File: config.mk
export PLATFORM = sky130hd
export DESIGN_NAME = load_store_unit
export DESIGN_NICKNAME = d
export VERILOG_FILES = /design/src/rtl/load_store_unit.sv
export SDC_FILE = /design/constraint.sdc
export NUM_CORES = 1
export LEC_CHECK = 0
export ABC_AREA = 1
export ABC_CLOCK_PERIOD_IN_PS = 2800
export BUFFER_PORTS_ARGS = -buffer_cell sky130_fd_sc_hd__buf_2
export CAP_MARGIN = 20
export CORE_ASPECT_RATIO = 0.75
export CORE_MARGIN = 2
export CORE_UTILIZATION = 55
export DETAILED_ROUTE_END_ITERATION = 10
export GPL_TIMING_DRIVEN = 0
export PLACE_DENSITY = 0.92
export SLEW_MARGIN = 0
export SYNTH_ARGS = -nofsm -noshare
export SYNTH_HDL_FRONTEND = slang
export SYNTH_SLANG_ARGS = --single-unit
File: constraint.sdc
create_clock -name i_clk -period 2.8 [get_ports i_clk]
set_clock_uncertainty 0.2 [all_clocks]
set_input_delay 0.14 -clock i_clk [delete_from_list [all_inputs] [get_ports i_clk]]
set_output_delay 0.14 -clock i_clk [all_outputs]
set_load 0.03 [all_outputs]
File: src/rtl/load_store_unit.sv
// Load/store unit: one outstanding request at a time against a word-addressed data memory.
// Byte/half loads are lane-extracted (little-endian) and extended; sub-word stores use read-modify-write.
module load_store_unit #(
    parameter int MEM = 256
) (
    input  logic        i_clk,
    input  logic        i_rst_n,
    input  logic        i_req_valid,
    output logic        o_req_ready,
    input  logic        i_req_write,
    input  logic [1:0]  i_req_size,
    input  logic        i_req_signed,
    input  logic [31:0] i_req_addr,
    input  logic [31:0] i_req_wdata,
    output logic        o_resp_valid,
    input  logic        i_resp_ready,
    output logic [31:0] o_resp_rdata,
    output logic        o_resp_err,
    output logic        o_mem_read_en,
    output logic        o_mem_write_en,
    output logic [31:0] o_mem_access_addr,
    output logic [31:0] o_mem_write_data,
    input  logic [31:0] i_mem_read_data
);

    localparam logic [29:0] LP_MEM_WORDS = 30'(MEM);

    typedef enum logic [1:0] {
        S_IDLE = 2'b00,
        S_RD   = 2'b01,
        S_WR   = 2'b10,
        S_RESP = 2'b11
    } state_t;

    state_t      r_state;
    state_t      w_state_next;
    logic        r_write;
    logic [1:0]  r_size;
    logic        r_signed;
    logic [31:0] r_addr;
    logic [31:0] r_wdata;
    logic [31:0] r_rdata;
    logic        r_err;

    logic        w_accept;
    logic        w_req_err;
    logic [7:0]  w_byte;
    logic [15:0] w_half;
    logic [31:0] w_load_data;
    logic [31:0] w_merged;

    assign w_accept = (r_state == S_IDLE) && i_req_valid;

    assign w_req_err = (i_req_size == 2'b11)
                    || ((i_req_size == 2'b01) && i_req_addr[0])
                    || ((i_req_size == 2'b10) && (i_req_addr[1:0] != 2'b00))
                    || (i_req_addr[31:2] >= LP_MEM_WORDS);

    assign w_byte = i_mem_read_data[{r_addr[1:0], 3'b000} +: 8];
    assign w_half = i_mem_read_data[{r_addr[1], 4'b0000} +: 16];

    always_comb begin
        w_load_data = i_mem_read_data;
        case (r_size)
            2'b00:   w_load_data = {{24{r_signed & w_byte[7]}}, w_byte};
            2'b01:   w_load_data = {{16{r_signed & w_half[15]}}, w_half};
            default: w_load_data = i_mem_read_data;
        endcase
    end

    // Each byte lane takes new store data only when the access covers it.
    generate
        for (genvar gi = 0; gi < 4; gi++) begin : g_merge
            logic w_lane_sel;
            logic [7:0] w_lane_data;
            assign w_lane_sel  = (r_size == 2'b00) ? (r_addr[1:0] == 2'(gi))
                                                   : (r_addr[1] == 1'((gi >> 1) & 1));
            assign w_lane_data = (r_size == 2'b00) ? r_wdata[7:0]
                                                   : r_wdata[8*(gi % 2) +: 8];
            assign w_merged[8*gi +: 8] = w_lane_sel ? w_lane_data
                                                    : i_mem_read_data[8*gi +: 8];
        end
    endgenerate

    always_ff @(posedge i_clk or negedge i_rst_n) begin
        if (!i_rst_n) begin
            r_state <= S_IDLE;
        end else begin
            r_state <= w_state_next;
        end
    end

    always_ff @(posedge i_clk or negedge i_rst_n) begin
        if (!i_rst_n) begin
            r_write  <= 1'b0;
            r_size   <= 2'b00;
            r_signed <= 1'b0;
            r_addr   <= '0;
            r_wdata  <= '0;
            r_rdata  <= '0;
            r_err    <= 1'b0;
        end else begin
            if (w_accept) begin
                r_write  <= i_req_write;
                r_size   <= i_req_size;
                r_signed <= i_req_signed;
                r_addr   <= i_req_addr;
                r_wdata  <= i_req_wdata;
                r_rdata  <= '0;
                r_err    <= w_req_err;
            end else if (r_state == S_RD) begin
                // r_wdata becomes the full merged word for the following WR cycle.
                if (r_write) begin
                    r_wdata <= w_merged;
                end else begin
                    r_rdata <= w_load_data;
                end
            end
        end
    end

    always_comb begin
        w_state_next      = r_state;
        o_req_ready       = 1'b0;
        o_resp_valid      = 1'b0;
        o_resp_rdata      = '0;
        o_resp_err        = 1'b0;
        o_mem_read_en     = 1'b0;
        o_mem_write_en    = 1'b0;
        o_mem_access_addr = '0;
        o_mem_write_data  = '0;
        case (r_state)
            S_IDLE: begin
                o_req_ready = 1'b1;
                if (i_req_valid) begin
                    if (w_req_err) begin
                        w_state_next = S_RESP;
                    end else if (!i_req_write || (i_req_size != 2'b10)) begin
                        w_state_next = S_RD;
                    end else begin
                        w_state_next = S_WR;
                    end
                end
            end
            S_RD: begin
                o_mem_read_en     = 1'b1;
                o_mem_access_addr = {2'b00, r_addr[31:2]};
                w_state_next      = r_write ? S_WR : S_RESP;
            end
            S_WR: begin
                o_mem_write_en    = 1'b1;
                o_mem_access_addr = {2'b00, r_addr[31:2]};
                o_mem_write_data  = r_wdata;
                w_state_next      = S_RESP;
            end
            S_RESP: begin
                o_resp_valid = 1'b1;
                o_resp_rdata = r_rdata;
                o_resp_err   = r_err;
                if (i_resp_ready) begin
                    w_state_next = S_IDLE;
                end
            end
            default: w_state_next = S_IDLE;
        endcase
    end

endmodule

==> summary.txt, run 1 <==
STA
  – Post-layout minimum cycle time: 2.76 ns
  – Fin. max-slew vios: 0
  – Final worst slack: about 0.037 ns
  – Max-slew headroom: 0.616
  – FMAX: 362 MHz
  – Final Cycle Share: 0.987
  – Final setup fails: 0
  – Tightest Pin Transition: 0.576 ns
  – Final hold violations: 0
  – Final hold slack: ~0.0085 ns

Yosys
  – Adder-cell share of the synthesized area: 0.00793
  – Post-synth top cells: 429 x nand2_1, 152 x inv_1, 103 x dfrtp_1
  – Synth Cell Area: 0.00631 mm^2
  – Top cell type's share of synthesized area: 0.408
  – Most frequent cell after synthesis: nand2_1
  – Multiplexer share of the synthesized area: 0
  – Synthesized flop and latch total: 103
  – Post-synth top flop: dfrtp_1
  – Post-synth top area cell: dfrtp_1
  – Register area share after synthesis: 0.408
  – Ys Warns: 0
  – Combinational family with the most area after synthesis: simple AND/OR/NAND/NOR gates
  – Simple-gate area share of the yosys netlist: 0.365
  – Post-synthesis cell type count: 28
  – Asr flop ratio synth: 1.00
  – Post-synth EDFFs: 0
  – Synth Area in XOR/XNOR: 0
  – Post-synthesis compound-gate area fraction: 0.0890
  – Top post-synthesis cells by area: dfrtp_1 41%, nand2_1 26%, inv_1 9.0%
  – Syn_area_per_cell: between 6 and 7 um^2
  – Synth Instances: 988

CTS
  – Clock-pin slew on the worst setup and hold paths: 0.07 ns
  – CTS buffer count: 9
  – CTS tree: built
  – H-tree depth: 3
  – Bufs on Longest Clock Path: 2
  – Clk_lat worst skew: 0.35 ns
  – CTS Root Cell: clkbuf_16
  – Clk sinks: between 100 and 150

Global routing
  – Vias in the first global route: about 7,700
  – Initial antenna violation count: 0
  – Largest net degree at the start of global routing: 65
  – All-layer global routing usage: 0.389
  – First-pass GRT wire length: 37,800 um
  – Grt ovf: 0

Detailed routing
  – WL per Instance: 16.7 um
  – Drt via density: 5.52
  – Detail Route Antenna Nets: 0
  – Pre-antenna DRT Iters: 6
  – WL final: ~24,000 um
  – Drt drc: 0
  – Iter 0 DRT Violations: 1,015
  – Vias post-DR: 7,943

Floorplanning
  – Initial core utilization: 0.571
  – Die ar.: about 0.012 mm^2
  – Die extent in x: 128 um
  – # rows: 33
  – Core area: 0.0111 mm^2
  – Ports: 205
  – Die height: 96.8 um

Setup path
  – CP endpoint kind: flip-flop
  – Worst EP required: about 2.8 ns
  – CP startpoint kind: flip-flop
  – Crit path DAT: 2.78 ns
  – Critical path class: reg -> reg
  – Worst Path Max Fanout: 10

Flow run
  – Max-Cap Viols: 0

Layout
  – Diodes inserted: 0
  – Cell area after layout: 0.00876 mm^2
  – Nets@finish: 1,402
  – Fin cells: 1,439
  – Layout cells sized above 1: 0.209
  – Area Overhead vs Synth: 38.7%

Place
  – Port buffer count: 202
  – GPL Wtd Cong: between 0.9 and 1
  – Pre-CTS setup slack: 0.443 ns
  – Detailed placement HPWL: 15,500 um
  – Post-Place Cells: 1,332
  – Placed cell areas: roughly 0.0075 mm^2

Pwr
  – Int Pwr: 4.68 mW
  – Switching portion of total power: 0.530
  – Pwr Density: 1140 mW/mm^2
  – Seq pwr share: 0.265
  – Max VDD drop: 0.000854 V
  – Clk pwr share: 0.133
  – Leakage: 5.56 nW
  – Net load switching power: 5.29 mW
  – Power, Total: 9.97 mW
  – Combinational Power Share: 0.602

Hold path
  – HP Class: in -> reg

Status
  – Status: finished, final reports clean
## final cells by class
cell class	instances	area, um^2
Tap cell	140	175
Inverter	156	589
Clock inverter	4	52.6
Sequential cell	103	2580
Fill cell	772	2310
Clock buffer	12	256
Multi-Input combinational cell	680	2930
Buffer	50	233
Timing Repair Buffer	294	1940
## registers in the layout (all words and copies together), names as in the netlist
register and cells:
r_state 2, r_rdata 32, r_signed 1, r_err 1, r_write 1, r_addr 32, r_size 2, r_wdata 32
## logic make-up (layout without fill, tap and decap cells)
group | Yosys count | count (layout)
other | 1 | 2
adder cells (fa/ha/maj) | 4 | 4
flip-flops | 103 | 103
buffers and inverters | 206 | 516
AND/OR/NAND/NOR | 570 | 570
AO/OA/AOI/OAI | 104 | 104
## power groups by stage
| stage | clock [mW] | combinational, mW | sequential, mW |
|---|---|---|---|
| after global placement | 0 | 5.39 | 2.60 |
| after detailed placement | 0 | 5.49 | 2.60 |
| final | 1.32 | 6.00 | 2.65 |
| after floorplan | 0 | 4.03 | 2.48 |
| after global routing | 1.38 | 6.52 | 2.69 |
| after CTS | 1.31 | 5.67 | 2.59 |
## critical path: stages, from the launching register on
cell,delay [ns]
dfrtp_1,0.43
inv_1,0.09
ha_1,0.31
nand2_2,0.24
clkinvlp_4,0.25
clkbuf_2,0.24
nand2_1,0.10
nand2_1,0.05
dlygate4sd3_1,0.55
nand2_1,0.08
o21ai_0,0.09
## metal layers
layer / GRT usage / part of all wire / vias to the layer above
met5: 0 / 0 / -
met4: 0.210 / 0.056 / 0
met3: 0.0852 / 0.12 / 147
met2: 0.597 / 0.44 / 640
met1: 0.514 / 0.38 / 3593
li1: - / - / 3563
## repair_timing
action	CTS	global route
setup buffers	0	4
hold buffers	87	0
endpoints found under the hold margin	120	0
setup endpoints to repair	0	4
resized for setup	0	11
## through the flow
step	setup TNS (ns)	utilization
after global placement	0	0.678
after detailed placement	0	0.681
after floorplan	0	-
final	0	0.791
after global routing	-0.0214	0.791
after CTS	0	0.787
## worst paths after layout
path,from,to,slack (ns),cells after the start
max in group asynchronous,i_rst_n,r_wdata[17],1.58,3
worst min-delay path,i_mem_read_data[27],r_rdata[27],0.009,5
min in group asynchronous,i_rst_n,r_addr[7],0.11,2
worst min register to register,r_rdata[19],r_rdata[19],0.29,2
worst max-delay path,r_state[0],r_wdata[7],0.04,10
worst max register to register,r_state[0],r_wdata[7],0.04,10
## layout by cell type, fill, tap and decap left out, drive strengths merged
master | netlist | final
a21oi | 8 | 8
a31oi | 1 | 1
buf | 18 | 225
bufinv | 0 | 1
clkbuf | 32 | 44
clkinv | 1 | 2
clkinvlp | 0 | 1
conb | 1 | 2
dfrtp | 103 | 103
dlygate4sd3 | 0 | 87
ha | 4 | 4
inv | 155 | 156
nand2 | 436 | 436
nand3 | 54 | 54
nor2 | 64 | 64
nor3 | 1 | 1
o211ai | 7 | 7
o21a | 7 | 7
o21ai | 80 | 80
o22ai | 1 | 1
or2 | 15 | 15
No activity file was read; power rests on OpenSTA's default activity.
==> run 2, diff against run 1 <==
--- a/config.mk
+++ b/config.mk
@@ -9,12 +9,14 @@
 export ABC_CLOCK_PERIOD_IN_PS = 2800
 export BUFFER_PORTS_ARGS = -buffer_cell sky130_fd_sc_hd__buf_2
 export CAP_MARGIN = 20
+export CELL_PAD_IN_SITES_DETAIL_PLACEMENT = 0
+export CELL_PAD_IN_SITES_GLOBAL_PLACEMENT = 1
 export CORE_ASPECT_RATIO = 0.75
 export CORE_MARGIN = 2
-export CORE_UTILIZATION = 55
+export CORE_UTILIZATION = 38
 export DETAILED_ROUTE_END_ITERATION = 10
 export GPL_TIMING_DRIVEN = 0
-export PLACE_DENSITY = 0.92
+export PLACE_DENSITY = 0.93
 export SLEW_MARGIN = 0
 export SYNTH_ARGS = -nofsm -noshare
 export SYNTH_HDL_FRONTEND = slang
==> summary.txt, run 2 (synthesis results as in run 1) <==
Status
  – Status: finished, final reports clean

Place
  – Pre-CTS setup slack: 0.357 ns
  – Detailed placement HPWL: 16,700 um
  – Placed cell areas: 0.00762 mm^2
  – GPL Wtd Cong: 0.927
  – Port buffer count: around 200

Floorplanning
  – Initial core utilization: 0.392
  – Die ar.: 0.0177 mm^2
  – Core area: 0.0161 mm^2
  – Ports: 205
  – # rows: 40
  – Die height: about 120 um
  – Die extent in x: 153 um

Detailed routing
  – WL final: 22,600 um
  – Drt via density: between 4 and 5
  – Vias post-DR: 7,152
  – Detail Route Antenna Nets: 0
  – Pre-antenna DRT Iters: 5
  – WL per Instance: roughly 15 um
  – Drt drc: 0
  – Iter 0 DRT Violations: between 400 and 500

STA
  – FMAX: 382 MHz
  – Final setup fails: 0
  – Max-slew headroom: 0.627
  – RSZ-0062 raised after global routing: no
  – Final worst slack: 0.179 ns
  – Final hold violations: 0
  – Final Cycle Share: 0.936
  – Tightest Pin Transition: 0.559 ns
  – TNS Setup: 0 ns
  – Post-layout minimum cycle time: roughly 2.6 ns
  – Final hold slack: 0.00730 ns
  – Fin. max-slew vios: 0

CTS
  – H-tree depth: 3
  – Clk sinks: 103
  – Clock-pin slew on the worst setup and hold paths: 0.07 ns
  – Bufs on Longest Clock Path: 2
  – CTS buffer count: 9
  – CTS Root Cell: clkbuf_16
  – CTS tree: built
  – Post-CTS setup buffer count: 0
  – Clk_lat worst skew: 0.36 ns

Pwr
  – Leakage: 5.58 nW
  – Pwr Density: 1100 mW/mm^2
  – Max VDD drop: slightly above 0.0005 V

Hold path
  – Hold Crit Depth: 5
  – HP Class: in -> reg

Setup path
  – Worst Path Max Fanout: 10
  – CP startpoint kind: flip-flop
  – CP max stage delay: 0.43 ns
  – CP Cell Sequence: inv_1 -> ha_1 -> clkbuf_1 -> clkbuf_1 -> nand2_1 -> inv_1 -> buf_2
  – Worst reg-to-reg path cell count: 10
  – Crit path DAT: 2.28 ns
  – Worst EP required: roughly 2.5 ns
  – CP max stage cell: dfrtp_1
  – Critical path class: reg -> out
  – CP endpoint kind: output pin

Global routing
  – Largest net degree at the start of global routing: 70
  – Grt met2 use: 0.381
  – First-pass GRT wire length: around 35,000 um
  – Met1 Usage GRT: 0.373
  – Grt ovf: 0
  – Initial antenna violation count: 0
  – Most used routing layer: met2
  – Vias in the first global route: 6,758
  – All-layer global routing usage: 0.254
  – Global-route track usage on met3: 0.0550

Layout
  – Area Overhead vs Synth: 41.5%
  – Layout fillers: 1,630
  – Commonest non-fill, non-tap cell in the layout: nand2_1
  – Cell area after layout: 0.00894 mm^2
  – Final core utilization: 0.555
  – Most frequent cells in the layout: 428 x nand2_1, 209 x buf_2, 152 x inv_1, 103 x dfrtp_1, 97 x dlygate4sd3_1
  – Layout cells sized above 1: 0.203
  – Diodes inserted: 0
  – Largest registers: r_addr: 32 flops, r_rdata: 32 flops, r_wdata: 32 flops
  – Nets@finish: ~1,400

Flow run
  – Max-Cap Viols: 0
[run 2: cell type report]
cell class	count	area (um^2)	share of cell area
clock inverter	5	86.3	0.00966
inverter	156	589	0.0659
sequential	103	2580	0.288
tap	210	263	0.0294
multi-input combinational	680	2930	0.328
clock buffer	11	253	0.0283
timing repair buffer	300	2010	0.225
buffer	49	226	0.0253
[run 2: timing repair]
action / in CTS / in global routing
hold buffers: 97 / 0
setup endpoints to repair: 0 / 5
endpoints found under the hold margin: 123 / 0
gates resized for setup: 0 / 7
[run 2: path summary, 6_finish.rpt]
| path | from | endpoint | slack (ns) |
|---|---|---|---|
| max | r_state[0] | o_mem_write_data[23] | 0.18 |
| min | i_mem_read_data[13] | r_rdata[13] | 0.007 |
| max reg2reg | r_state[0] | r_wdata[12] | 0.20 |
| min reg2reg | r_addr[3] | r_addr[3] | 0.28 |
| max in group asynchronous | i_rst_n | r_rdata[23] | 1.60 |
| min in group asynchronous | i_rst_n | r_addr[23] | 0.08 |
[run 2: where the power goes]
group	leakage (nW)	total (mW)	internal, mW	switching [mW]
Clock	0.167	1.44	0.841	0.598
Sequential	1.31	2.61	2.17	0.447
Combinational	4.11	5.78	1.77	4.01
Total	5.58	9.84	4.78	5.05
[run 2: layer usage]
layer | vias to the layer above | part of all wire | wire [um]
li1 | 3572 | - | -
met2 | 302 | 0.42 | 9580
met3 | 40 | 0.078 | 1780
met5 | - | 0 | 0
met1 | 3238 | 0.48 | 10800
met4 | 0 | 0.022 | 498
[run 2: critical path, delay by kind of cell (launching register included)]
kind	cells	cell delay, ns
DFF	1	0.43
buffers and inverters	5	1.16
adders and majority gates	1	0.19
and+or+nand+nor	1	0.14
[run 2: metrics by stage]
step	instances	total power, mW
global placement	1401	8.12
finish	1514	9.84
CTS	1515	9.81
global route	1514	10.6
floorplan	989	6.51
detailed placement	1402	8.19
==> run 3, diff against run 2 <==
--- a/config.mk
+++ b/config.mk
@@ -17,6 +17,7 @@
 export DETAILED_ROUTE_END_ITERATION = 10
 export GPL_TIMING_DRIVEN = 0
 export PLACE_DENSITY = 0.93
+export RECOVER_POWER = 25
 export SLEW_MARGIN = 0
 export SYNTH_ARGS = -nofsm -noshare
 export SYNTH_HDL_FRONTEND = slang
==> summary.txt, run 3 (synthesis results as in run 1) <==
Status
  – Status: complete, but fails checks
  – Failing checks: max-capacitance violations, max-slew violations

Layout
  – Multi-input gate area: 0.00293 mm^2
  – Cell area after layout: 0.00893 mm^2
  – Area Overhead vs Synth: 41.5%
  – Nets@finish: 1,407
  – Final core utilization: 0.554
  – Layout cells sized above 1: 0.202
  – Most frequent cells in the layout: 428 x nand2_1, 209 x buf_2, 152 x inv_1, 103 x dfrtp_1, 97 x dlygate4sd3_1
  – Commonest non-fill, non-tap cell in the layout: nand2_1
  – Seq. cell area: 0.00258 mm^2
  – Largest registers: r_addr: 32 flops, r_rdata: 32 flops, r_wdata: 32 flops
  – Layout fillers: 1,631
  – Fin cells: 1,514
  – Diodes inserted: 0

STA
  – Final hold slack: 0.00755 ns
  – Tightest Pin Transition: 2.12 ns
  – Final hold violations: 0
  – TNS Setup: 0 ns
  – Final Cycle Share: 0.939
  – FMAX: 380 MHz
  – RSZ-0062 raised after global routing: no
  – Post-layout minimum cycle time: about 2.6 ns
  – Fin. max-slew vios: 35
  – Max-slew headroom: -0.414
  – Final worst slack: 0.170 ns
  – Final setup fails: 0

Global routing
  – Grt ovf: 0
  – Global-route track usage on met3: 0.0550
  – Most used routing layer: met2
  – All-layer global routing usage: 0.254
  – Grt met2 use: 0.381
  – Met1 Usage GRT: 0.373
  – First-pass GRT wire length: 35,000 um
  – Vias in the first global route: between 6,000 and 7,000
  – Largest net degree at the start of global routing: 70
  – Initial antenna violation count: 0

Setup path
  – Worst reg-to-reg path cell count: 10
  – Worst EP required: 2.46 ns
  – CP max stage cell: dfrtp_1
  – CP endpoint kind: output pin
  – CP Cell Sequence: inv_1 -> ha_1 -> clkbuf_1 -> clkbuf_1 -> nand2_1 -> inv_1 -> buf_2
  – CP startpoint kind: flip-flop
  – Worst Path Max Fanout: 10
  – Critical path class: reg -> out
  – Crit path DAT: 2.29 ns
  – CP max stage delay: 0.43 ns

Detailed routing
  – WL per Instance: 14.9 um
  – Drt via density: 4.73
  – Detail Route Antenna Nets: 0
  – Drt drc: 0
  – Iter 0 DRT Violations: around 470
  – WL final: approximately 23,000 um
  – Vias post-DR: 7,164
  – Pre-antenna DRT Iters: 5

Place
  – Post-Place Cells: 1,402
  – Placed cell areas: around 0.0076 mm^2
  – Port buffer count: 202
  – Detailed placement HPWL: between 15,000 and 20,000 um
  – Pre-CTS setup slack: around 0.36 ns
  – GPL Wtd Cong: roughly 0.9

CTS
  – Clk sinks: 103
  – H-tree depth: 3
  – Clock-pin slew on the worst setup and hold paths: 0.07 ns
  – CTS tree: built
  – Clk_lat worst skew: roughly 0.36 ns
  – CTS Root Cell: clkbuf_16
  – Bufs on Longest Clock Path: 2
  – Post-CTS setup buffer count: 0
  – CTS buffer count: 9

Floorplanning
  – Die height: 116 um
  – Initial core utilization: 0.392
  – Die ar.: 0.0177 mm^2
  – Ports: 205
  – # rows: 40
  – Die extent in x: roughly 150 um
  – Core area: 0.0161 mm^2

Hold path
  – HP Class: in -> reg
  – Hold Crit Depth: 5

Pwr
  – Combinational Power Share: 0.588
  – Power, Total: 9.83 mW
  – Net load switching power: ~5.1 mW
  – Seq pwr share: 0.266
  – Leakage: 5.58 nW
  – Switching portion of total power: 0.514
  – Max VDD drop: 0.000519 V
  – Clk pwr share: 0.146
  – Pwr Density: 1100 mW/mm^2
  – Int Pwr: about 4.8 mW

Flow run
  – Max-Cap Viols: 1
==> run 3: metal layers <==
layer / vias to the layer above / wire [um]
met5: - / 0
met2: 307 / 9580
met1: 3240 / 10700
met4: 0 / 502
li1: 3573 / -
met3: 44 / 1790
==> run 3: power by group through the flow <==
| stage | registers [mW] | clock network (mW) | logic (mW) |
|---|---|---|---|
| after floorplan | 2.48 | 0 | 4.03 |
| after global placement | 2.60 | 0 | 5.52 |
| after detailed placement | 2.62 | 0 | 5.57 |
| after CTS | 2.60 | 1.46 | 5.75 |
| after global routing | 2.69 | 1.52 | 6.42 |
| final | 2.61 | 1.44 | 5.78 |
==> run 3: timing repair <==
action / CTS / global route
setup endpoints to repair: 0 / 5
resized for setup: 0 / 7
hold endpoints to repair: 123 / 0
hold buffers: 97 / 0
==> run 3: final cells by class <==
cell class	count	share of cell area
clock buffer	11	0.0283
timing repair buffer	300	0.225
buffer	49	0.0254
clock inverter	5	0.00967
inverter	156	0.0660
sequential	103	0.289
multi-input combinational	680	0.328
tap	210	0.0294
==> run 3: path summary, 6_finish.rpt <==
check / slack, ns / endpoint / start
worst max-delay path: 0.17 / o_mem_write_data[23] / r_state[0]
worst min-delay path: 0.008 / r_rdata[13] / i_mem_read_data[13]
worst max register to register: 0.20 / r_wdata[12] / r_state[0]
worst min register to register: 0.28 / r_addr[3] / r_addr[3]
max in group asynchronous: 0.45 / r_rdata[7] / i_rst_n
min in group asynchronous: 0.73 / r_addr[23] / i_rst_n
==> run 3: critical path: cells and delay by family (launching register included) <==
kind / cells / cell delay (ns)
adder cells (fa/ha/maj): 1 / 0.19
flip-flops: 1 / 0.43
buffers and inverters: 5 / 1.16
AND/OR/NAND/NOR: 1 / 0.14
